$ cat src/rtl/jtmx5k_gfx_romslot.sv
// Graphics ROM slot: one-entry tagged cache in front of an SDRAM controller
// read port. Misses are forwarded through a req/ack/data-ready handshake, and
// rom_ok flags that rom_data belongs to the address currently presented.
module jtmx5k_gfx_romslot #(
  parameter int             AW     = 18,
  parameter int             SDW    = 22,
  parameter logic [SDW-1:0] OFFSET = 22'h0
) (
  input  logic           clk,
  input  logic           rst,
  input  logic           rom_cs,
  input  logic [AW-1:0]  rom_addr,
  output logic [15:0]    rom_data,
  output logic           rom_ok,
  output logic           sdram_req,
  output logic [SDW-1:0] sdram_addr,
  input  logic           sdram_ack,
  input  logic           data_rdy,
  input  logic [15:0]    data_read
);

  typedef enum logic [1:0] {
    ST_IDLE,
    ST_WAIT_ACK,
    ST_WAIT_DATA
  } state_t;

  state_t         r_state;
  state_t         w_state_nxt;
  logic           w_hit;
  logic           w_issue;
  logic           w_store;
  logic           w_req_clr;
  logic [SDW-1:0] w_sdram_addr;

  logic           r_req;
  logic [SDW-1:0] r_sdram_addr;
  logic [15:0]    r_data;
  logic [AW-1:0]  r_tag;
  logic [AW-1:0]  r_pend_addr;
  logic           r_valid;

  // The sum is taken at SDW bits, so an OFFSET near the top of SDRAM wraps
  // around to the bottom instead of carrying out.
  assign w_sdram_addr = OFFSET + SDW'(rom_addr);

  // Hit means the cached word matches the address on the bus right now;
  // rom_cs only gates the ok flag, it never invalidates the entry.
  assign w_hit  = r_valid && (r_tag == rom_addr);
  assign rom_ok = rom_cs && w_hit;

  assign rom_data   = r_data;
  assign sdram_req  = r_req;
  assign sdram_addr = r_sdram_addr;

  // State register.
  always_ff @(posedge clk) begin
    // NOTE: every sequential block uses non-blocking assignments so all
    // registers update together from the values sampled at the edge.
    if (rst) r_state <= ST_IDLE;
    else     r_state <= w_state_nxt;
  end

  // Next-state logic and the one-cycle strobes that drive the datapath.
  always_comb begin
    // NOTE: defaults first, so no path through the case leaves a signal
    // unassigned and turns it into a latch.
    w_state_nxt = r_state;
    w_issue     = 1'b0;
    w_store     = 1'b0;
    w_req_clr   = 1'b0;
    case (r_state)
      ST_IDLE: begin
        if (rom_cs && !w_hit) begin
          w_issue     = 1'b1;
          w_state_nxt = ST_WAIT_ACK;
        end
      end
      ST_WAIT_ACK: begin
        if (sdram_ack) begin
          w_req_clr = 1'b1;
          // Data may come back in the same cycle as the ack; take it then.
          if (data_rdy) begin
            w_store     = 1'b1;
            w_state_nxt = ST_IDLE;
          end else begin
            w_state_nxt = ST_WAIT_DATA;
          end
        end
      end
      ST_WAIT_DATA: begin
        if (data_rdy) begin
          w_store     = 1'b1;
          w_state_nxt = ST_IDLE;
        end
      end
      default: w_state_nxt = ST_IDLE;
    endcase
  end

  // Request, address and cache-entry registers. The in-flight address is
  // frozen in r_pend_addr so a moving rom_addr cannot mislabel the data.
  always_ff @(posedge clk) begin
    // NOTE: the cache data and tag are reset along with valid, so rom_data
    // reads as zero after reset rather than a stale word.
    if (rst) begin
      r_req        <= 1'b0;
      r_sdram_addr <= '0;
      r_data       <= '0;
      r_tag        <= '0;
      r_pend_addr  <= '0;
      r_valid      <= 1'b0;
    end else begin
      if (w_issue) begin
        r_req        <= 1'b1;
        r_sdram_addr <= w_sdram_addr;
        r_pend_addr  <= rom_addr;
      end else if (w_req_clr) begin
        r_req <= 1'b0;
      end
      if (w_store) begin
        r_data  <= data_read;
        r_tag   <= r_pend_addr;
        r_valid <= 1'b1;
      end
    end
  end

endmodule
$ cat config.mk
export PLATFORM = sky130hd
export DESIGN_NAME = jtmx5k_gfx_romslot
export DESIGN_NICKNAME = d
export VERILOG_FILES = /design/src/rtl/jtmx5k_gfx_romslot.sv
export SDC_FILE = /design/constraint.sdc
export NUM_CORES = 1
export LEC_CHECK = 0
export ABC_CLOCK_PERIOD_IN_PS = 1510
export BUFFER_PORTS_ARGS = -buffer_cell sky130_fd_sc_hd__buf_2
export CORE_MARGIN = 10
export CORE_UTILIZATION = 30
export CTS_BUF_LIST = sky130_fd_sc_hd__clkbuf_8
export DETAILED_ROUTE_END_ITERATION = 10
export PLACE_DENSITY = 0.55
export RECOVER_POWER = 25
export SYNTH_ARGS = -nofsm -noshare
export SYNTH_HDL_FRONTEND = slang
export SYNTH_SLANG_ARGS = --single-unit
export TNS_END_PERCENT = 30
$ cat constraint.sdc
create_clock -name clk -period 1.51 [get_ports clk]
set_input_delay 0.151 -clock clk [delete_from_list [all_inputs] [get_ports clk]]
set_output_delay 0.151 -clock clk [all_outputs]
set_load 0.01 [all_outputs]
==> results.tsv <==
metric	value	unit
grt-ovfl-total	0	
hold_path_depth	3	
path_cells	xnor2_2 -> nand4_1 -> nor4_2 -> nand4_2 -> buf_6 -> nor2_4 -> buf_6	
use_met2	16.5	%
cts_buffers	5	
dieArea	12200	sq um
dpl_cell_area	2980	sq um
io_pins	79	
grt.busiest_layer	met2	
rsz0062_at_grt	true	
worstSetupPathType	reg2out	
grt_use_met3	4.05	%
crit_path_top_delay_cell	dfxtp_2	
grt_pass1_wl	10500	um
endpoint_kind	output port	
fmax	531	MHz
cpMostUsedCell	buf_6	
insertion_delay	0.31	ns
dp_hpwl	4830	um
setup_viol	22	
dr.first_iter.drc_count	47	
rows	32	
fin_crit_sh	125	%
die_h	110	um
routedWlPerCell	13.8	um
slew_violations	0	
hold_viol_final	0	
h-tree-depth	2	
vias	2072	
period_minus_slack	1.88	ns
vdd.ir_drop.worst	443	uV
arrival	1.73	ns
cts.sinks	56	
ys.warnings.count	0	
violations	negative setup slack	
ant_nets	0	
worstPathMaxFanout	2	
ys_types	26	
firstDrtPassIters	4	
grt_pass1_vias	2146	
syn_to_final_growth	28.4	%
grt_max_degree	35	
cpLargestDelayFamily	simple AND/OR/NAND/NOR gates	
crit_required	1.36	ns
final_area	3150	sq um
tritoncts	yes	
clockRootBuffer	clkbuf_8	
leakage	1.26	nW
syn_area	2460	sq um
crit_path_start_kind	flip-flop	
vias_per_cell	4.45	
die_w	110	um
grt_use_total	10.1	%
start_util	31.3	%
max_stage_delay	0.37	ns
met1_usage	11.8	%
ys_ff_latch	56	
n_antenna_cell	0	
reg2regPathDepth	8	
cp.depth	7	
wl	6450	um
totalPowerFinal	2.79	mW
hold_class	in2reg	
synth.avg_cell_area	8.53	sq um
drc_errors	0	
status	complete, but fails checks	
cp_num_buf_inv	2	
ctsHoldBuffers	0	
clockBufferDepth	2	
synth_seq_area_share	45.6	%
place_congestion	0.740	
setup_ws	-0.372	ns
antenna_found_initial	0	
maxCapViolations	0	
drive_gt1_share	28.6	%
synthCells	288	
core	7850	sq um
nNetsFinal	406	
skew	0.0110	ns
p_per_area	885	nW/um^2
port_buffers	74	
clkTransAtPathRegs	0.10	ns
synth_stat cells (all sizes together):
master,n,share of area [%]
nor4,2,0.76
nor2,4,0.61
nand3,4,1.0
ha,3,1.5
conb,1,0.15
clkbuf,15,2.3
o22ai,1,0.25
o211ai,1,0.31
and3,1,0.25
a221oi,1,0.36
nand2b,36,9.2
mux2i,18,7.3
inv,7,1.1
xnor2,18,6.4
a22oi,1,0.31
dfxtp,56,46
nand2,72,11
nand4,5,1.5
o21ai,1,0.20
buf,6,2.6
a21oi,35,7.1
report_power, final:
group	internal, mW	switching (mW)
clock network	0.316	0.487
registers	1.53	0.0396
logic	0.200	0.218
final cells by class:
cell class                      instances  area, sq um
Clock inverter                          2         12.5
Timing Repair Buffer                   87          514
Clock buffer                            5         68.8
Inverter                                7         26.3
Tap cell                              102          128
Fill cell                             854         4690
Sequential cell                        56         1130
Multi-Input combinational cell        207         1270
state kept, by name, summed over array words and instances (netlist names):
| name | flops |
|---|---|
| sdram_req | 1 |
| r_tag | 18 |
| sdram_addr | 18 |
| rom_data | 16 |
| r_state | 2 |
| r_valid | 1 |
worst register-to-register path, delay by kind of cell, from the launching register on:
family                    cells  cell delay, ns
and+or+nand+nor               4            0.74
xor gates and xnor gates      1            0.11
buffers and inverters         2            0.33
muxes                         1            0.20
DFF                           1            0.37
per-stage QoR:
step	setup WS [ns]	instances	TNS, ns	hold slack (ns)	util [%]
3_5_place_dp	-0.179	457	-2.93	0.398	38.0
3_3_place_gp	-0.131	457	-2.46	0.392	38.0
5_1_grt	-0.511	466	-8.89	0.0675	40.2
6_report	-0.372	466	-5.88	0.0716	40.2
4_1_cts	-0.421	466	-6.08	0.0580	39.7
2_1_floorplan	-0.107	291	-2.14	0.287	-
path summary, 6_finish.rpt:
path / start / to / slack [ns]
hold reg to reg: rom_data[8] / rom_data[8] / 0.46
setup reg to reg: r_tag[7] / sdram_addr[3] / -0.31
setup / recovery: r_tag[7] / rom_ok / -0.37
hold / removal: data_read[7] / rom_data[7] / 0.07
layer usage:
metal	wire, um	vias up	share of wire (%)
met4	77	0	1.2
met5	0	-	0
met3	458	7	7.1
met2	3060	54	47
li1	-	1070	-
met1	2860	941	44
cells in the final DEF (no fill, tap or decap), drive strengths merged:
cell type / netlist / layout
nand4: 5 / 5
clkinv: 0 / 1
nand3: 4 / 4
nor4: 2 / 2
o21ai: 1 / 1
inv: 7 / 7
o22ai: 1 / 1
mux2i: 18 / 18
clkinvlp: 0 / 1
a22oi: 1 / 1
a21oi: 35 / 35
o211ai: 1 / 1
dfxtp: 56 / 56
xnor2: 18 / 18
clkbuf: 15 / 22
buf: 6 / 70
conb: 1 / 4
nand2b: 36 / 36
and3: 1 / 1
ha: 3 / 3
nor2: 4 / 4
a221oi: 1 / 1
nand2: 72 / 72
repair_timing:
item | 4_1_cts | 5_1_grt
resized for setup | 10 | 17
setup buffers | 2 | 0
setup endpoints to repair | 27 | 57
pin swaps | 5 | 4
cells by family (layout without fill, tap and decap cells):
group	count (synthesis)	in the layout	synth area share [%]
AOI/OAI and AO/OA	40	40	8.56
xor gates and xnor gates	18	18	6.42
adders and majority gates	3	3	1.53
buffers and inverters	28	101	6.01
DFF	56	56	45.6
muxes	18	18	7.34
other	1	4	0.153
and+or+nand+nor	124	124	24.4
No activity file was read; power rests on OpenSTA's default activity.
